<file path="src/rtl/seq_divider_pkg.sv">
// Shared definitions for the sequential divider: FSM state encoding and default width.
package seq_divider_pkg;

  localparam int DEFAULT_N = 16;

  typedef enum logic [1:0] {
    S_IDLE = 2'd0,
    S_BUSY = 2'd1,
    S_DONE = 2'd2
  } state_t;

endpackage

</file>
<file path="src/rtl/seq_divider_div_step.sv">
// div_step: one restoring-division iteration (shift in dividend msb, trial subtract divisor).
module div_step
  import seq_divider_pkg::*;
#(
  parameter int N = DEFAULT_N
) (
  input  logic [N-1:0] p,
  input  logic         d_msb,
  input  logic [N-1:0] b,
  output logic [N-1:0] p_next,
  output logic         qbit
);

  logic [N:0]   t;
  logic [N:0]   bn;
  logic [N+1:0] c;
  logic [N-1:0] diff;

  // T is N+1 bits so the shifted remainder never truncates; only the low N bits
  // of T-B are kept since a restored remainder is always below B.
  always_comb begin
    t    = {p, d_msb};
    bn   = ~{1'b0, b};
    c    = '0;
    diff = '0;
    c[0] = 1'b1;
    for (int unsigned i = 0; i <= N; i++) begin
      if (i < N) diff[i] = t[i] ^ bn[i] ^ c[i];
      c[i+1] = (t[i] & bn[i]) | (t[i] & c[i]) | (bn[i] & c[i]);
    end
    qbit   = c[N+1];
    p_next = qbit ? diff : t[N-1:0];
  end

endmodule

</file>
<file path="src/rtl/seq_divider.sv">
// seq_divider: radix-2 restoring divider, 2N/N -> 2N quotient + N remainder, one bit per clock.
// Optional macro SEQ_DIV_DZ_FASTPATH_EN: divide-by-zero completes on the accepting edge.
module seq_divider
  import seq_divider_pkg::*;
#(
  parameter int N = DEFAULT_N
) (
  input  logic           clk,
  input  logic           reset,
  input  logic           start,
  input  logic [2*N-1:0] a,
  input  logic [N-1:0]   b,
  output logic           busy,
  output logic           done,
  output logic [2*N-1:0] q,
  output logic [N-1:0]   r,
  output logic           dz
);

  localparam int CNT_W = $clog2(2*N);
  localparam logic [CNT_W-1:0] LAST = CNT_W'(2*N-1);

  state_t           state, state_next;
  logic [CNT_W-1:0] cnt;
  logic [2*N-1:0]   d;
  logic [N-1:0]     bq;
  logic [N-1:0]     p;
  logic [N-1:0]     p_next;
  logic             qbit;
  logic             accept;
  logic             fast;

  div_step #(.N(N)) u_step (
    .p      (p),
    .d_msb  (d[2*N-1]),
    .b      (bq),
    .p_next (p_next),
    .qbit   (qbit)
  );

  assign accept = start && (state == S_IDLE || state == S_DONE);
`ifdef SEQ_DIV_DZ_FASTPATH_EN
  assign fast = accept && (b == '0);
`else
  assign fast = 1'b0;
`endif

  always_ff @(posedge clk) begin
    if (reset) state <= S_IDLE;
    else       state <= state_next;
  end

  always_comb begin
    state_next = state;
    case (state)
      S_IDLE, S_DONE: begin
        if (start)                state_next = fast ? S_DONE : S_BUSY;
        else if (state == S_DONE) state_next = S_IDLE;
      end
      S_BUSY:  if (cnt == LAST) state_next = S_DONE;
      default: state_next = S_IDLE;
    endcase
  end

  always_ff @(posedge clk) begin
    if (reset) begin
      cnt <= '0;
      d   <= '0;
      bq  <= '0;
      p   <= '0;
      q   <= '0;
      r   <= '0;
      dz  <= 1'b0;
    end else if (accept) begin
      d   <= a;
      bq  <= b;
      p   <= '0;
      cnt <= '0;
      if (fast) begin
        q  <= '1;
        r  <= a[N-1:0];
        dz <= 1'b1;
      end
    end else if (state == S_BUSY) begin
      p   <= p_next;
      d   <= {d[2*N-2:0], qbit};
      cnt <= cnt + CNT_W'(1);
      if (cnt == LAST) begin
        q  <= {d[2*N-2:0], qbit};
        r  <= p_next;
        dz <= (bq == '0);
      end
    end
  end

  assign busy = (state == S_BUSY);
  assign done = (state == S_DONE);

endmodule
</file>
<file path="config.mk">
export PLATFORM = sky130hd
export DESIGN_NAME = seq_divider
export DESIGN_NICKNAME = d
export VERILOG_FILES = /design/src/rtl/seq_divider_pkg.sv /design/src/rtl/seq_divider_div_step.sv /design/src/rtl/seq_divider.sv
export SDC_FILE = /design/constraint.sdc
export NUM_CORES = 1
export LEC_CHECK = 0
export ABC_AREA = 1
export CORE_MARGIN = 5
export CORE_UTILIZATION = 46
export DETAILED_ROUTE_END_ITERATION = 12
export HOLD_SLACK_MARGIN = 0.03
export PLACE_DENSITY = 0.81
export SLEW_MARGIN = 10
export SYNTH_ARGS = -nofsm -noshare
export SYNTH_HDL_FRONTEND = slang
export SYNTH_SLANG_ARGS = --single-unit
</file>
<file path="constraint.sdc">
create_clock -name clk -period 6.3 [get_ports clk]
set_input_delay 0.63 -clock clk [delete_from_list [all_inputs] [get_ports clk]]
set_output_delay 0.63 -clock clk [all_outputs]
set_load 0.1 [all_outputs]
</file>
==> flow_metrics.env <==
export IMPL_drive_above_1_share=0.132
export IMPL_seqCellArea_um2=2400
export IMPL_chipHeight_um=114
export IMPL_multi_input_area_um2=2420
export IMPL_power_leakage_uw=0.00249
export IMPL_first_global_vias=4654
export IMPL_avgSynthCellArea_um2=7.62
export IMPL_netlist_area_leader_share=0.484
export IMPL_root_buffer="clkbuf_8"
export IMPL_r2r_cells=24
export IMPL_setup_slack_ns=-0.295
export IMPL_fp_dieW_um=114
export IMPL_fmax_mhz=152
export IMPL_min_to="q[19]"
export IMPL_initial_core_util=0.464
export IMPL_grt_pass1_wl_um=21900
export IMPL_crit_fanout=8
export IMPL_netlist_instances=651
export IMPL_maxSlewViolCount=0
export IMPL_synth_area_leaders="dfxtp_1 48%, nand2_1 11%, nor2_1 8.8%"
export IMPL_reg2reg_to="r[4]"
export IMPL_cp_data_required_time_ns=6.65
export IMPL_ys_seq_area_frac=0.484
export IMPL_min_delay_start="q[19]"
export IMPL_vias=4694
export IMPL_post_route_drc_count=0
export IMPL_cp_common_cell="fa_2"
export IMPL_gr_total_overflow=0
export IMPL_power_density_nw_per_um2=318
export IMPL_syn_to_final_growth_pct=38.1
export IMPL_fin_crit_sh=1.05
export IMPL_avgViaCountPerCell=5.23
export IMPL_power_total_uw=2180
export IMPL_dp_hpwl_um=8270
export IMPL_gp_congestion=0.846
export IMPL_tritoncts="yes"
export IMPL_drt_first_pass_iters=5
export IMPL_holdWs_ns=0.462
export IMPL_fillers=874
export IMPL_diodes=0
export IMPL_cts_num_sinks=120
export IMPL_worst_path_buf_inv=3
export IMPL_synth_top_area_cell="dfxtp_1"
export IMPL_grtUsageTotal=0.210
export IMPL_regToRegSetupSlack_ns=-0.29
export IMPL_finalClockSkew_ns=0.00911
export IMPL_rsz0062_at_grt="yes"
export IMPL_setup_viol=34
export IMPL_cp_slowest_cell="fa_2"
export IMPL_path_delay_family="adder cells"
export IMPL_maxCapViolations=0
export IMPL_worstPathCellList="inv_2 -> ha_4 -> fa_2 -> fa_2 -> fa_2 -> fa_2 -> fa_2 -> fa_2 -> fa_2 -> fa_2 -> fa_2 -> fa_2 -> fa_2 -> fa_2 -> fa_2 -> fa_2 -> inv_2 -> fa_2 -> buf_4 -> nor2_4 -> nand2_1 -> o21ai_2 -> nand2_1 -> a21oi_1"
export IMPL_io_pins=102
export IMPL_arrival_ns=6.95
export IMPL_peakVddDrop_uv=153
export IMPL_hold_violations=0
export IMPL_pre_cts_slack_ns=-0.344
export IMPL_ys_ff_latch=120
export IMPL_setup_worst_path_start_class="register"
export IMPL_clkTransAtPathRegs_ns=0.06
export IMPL_finalSetupTns_ns=-8.19
export IMPL_antenna_found_initial=0
export IMPL_synth_cell_type_count=21
export IMPL_wirelength_um=13700
export IMPL_dieArea_um2=13000
export IMPL_crit_reg2reg_launch="d[31]"
export IMPL_synth_area_um2=4960
export IMPL_postCtsHoldBufs=0
export IMPL_h_tree_depth=4
export IMPL_post_route_util=0.641
export IMPL_syn_nets=720
export IMPL_core_um2=10700
export IMPL_tightestPinTransition_ns=1.01
export IMPL_rows=38
export IMPL_crit_type="reg2reg"
export IMPL_hold_path_depth=2
export IMPL_clk_latency_ns=0.52
export IMPL_wl_per_cell_um=15.3
export IMPL_worst_hold_path_type="reg2reg"
export IMPL_drt_iter0_drc=414
export IMPL_fin_crit_ns=6.59
export IMPL_cp_slowest_stage_delay_ns=0.39
export IMPL_port_buffer_count=101
export IMPL_grt_max_degree=56
export IMPL_clock_path_buffers=2
export IMPL_ant_nets=0
export IMPL_worstSetupEndpointType="register"
export IMPL_yosys_warnings=0
export IMPL_fin_nets=814
export IMPL_cts_buffers=17
export IMPL_slew_headroom=0.326
export IMPL_status="complete, but fails checks"
export IMPL_violations="setup timing"
-- timing repair --
action                     CTS  global route
hold endpoints to repair     0             0
setup endpoints to repair   34            34
resized for setup           29            10
gates cloned                 2             1
pin swaps                    6             4
setup buffers                1             3
-- cells in the mapped netlist --
library cell  instances
dfxtp_1             120
a211oi_1              2
a31oi_1              12
fa_1                 15
o21ai_1               1
inv_2                 6
nand2_2               3
nand2_1             151
buf_6                 3
inv_1                25
nor3_1               18
clkbuf_1             21
o31ai_1               1
a21oi_1              52
nor2_1              116
xor2_1                1
nand3_1               4
nand2_4               1
buf_2                17
o21ai_0              79
ha_1                  3
-- worst register-to-register path, delay by kind of cell, from the launching register on --
kind / cells / cell delay (ns)
buffers and inverters: 3 / 0.27
AOI/OAI and AO/OA: 2 / 0.15
DFF: 1 / 0.33
adders and majority gates: 16 / 5.41
and+or+nand+nor: 3 / 0.28
-- area by class of cell --
cell class | instances | area share
Multi-Input combinational cell | 462 | 0.353
Sequential cell | 120 | 0.351
Timing Repair Buffer | 113 | 0.160
Clock buffer | 18 | 0.0624
Clock inverter | 14 | 0.0321
Tap cell | 140 | 0.0255
Inverter | 31 | 0.0170
-- sequential cells by signal, indices dropped and copies added (netlist names) --
name	count
r	16
bq	16
cnt	5
dz	1
state	2
p	16
q	32
d	32
-- stage by stage --
step / cells / instance area (um^2)
after global placement: 859 / 6040
after CTS: 894 / 6790
after global routing: 898 / 6860
final: 898 / 6860
after detailed placement: 859 / 6040
after floorplan: 651 / 4990
-- power by group --
group	internal [uW]	switching (uW)
registers	793	31.2
clock network	696	363
logic	126	171
total	1610	565
-- routing by layer --
layer | wire [um] | global-route usage | vias up
met5 | 0 | 0 | -
met4 | 279 | 0.0784 | 0
met3 | 845 | 0.0589 | 28
met2 | 6790 | 0.360 | 177
met1 | 5810 | 0.253 | 2196
li1 | - | - | 2293
-- cell usage in the layout (no fill, tap or decap), types with 2 or more instances in the layout --
master	n
bufinv_16	5
a31oi_1	12
clkbuf_16	16
a21oi_1	44
nor3_1	18
o21ai_0	62
nand3_1	4
dfxtp_1	119
inv_2	8
clkdlybuf4s50_1	100
buf_4	12
a21oi_2	8
nor2_1	115
o21ai_1	7
o21ai_2	11
fa_2	15
a211oi_1	2
ha_1	2
nand2_2	6
clkbuf_8	2
clkinvlp_4	4
nand2_1	148
nor2_4	4
inv_6	3
inv_1	23
-- kinds of logic (layout without fill, tap and decap cells) --
family	after synthesis	after routing	share of synthesized area
AO/OA/AOI/OAI	147	147	0.153
XOR/XNOR	1	1	0.00176
adder cells (fa/ha/maj)	18	18	0.0681
buffers and inverters	72	176	0.0633
flip-flops	120	120	0.484
AND/OR/NAND/NOR	293	296	0.230
-- worst max-delay path by stage --
stage / start / end / cells after the start
after floorplan: d[31] / p[12] / 24
after CTS: d[31] / r[15] / 23
after global placement: d[31] / p[12] / 23
after global routing: d[31] / r[4] / 24
after detailed placement: d[31] / p[14] / 23
final: d[31] / r[4] / 24
Note: power is estimated with default switching activity, not from simulation.
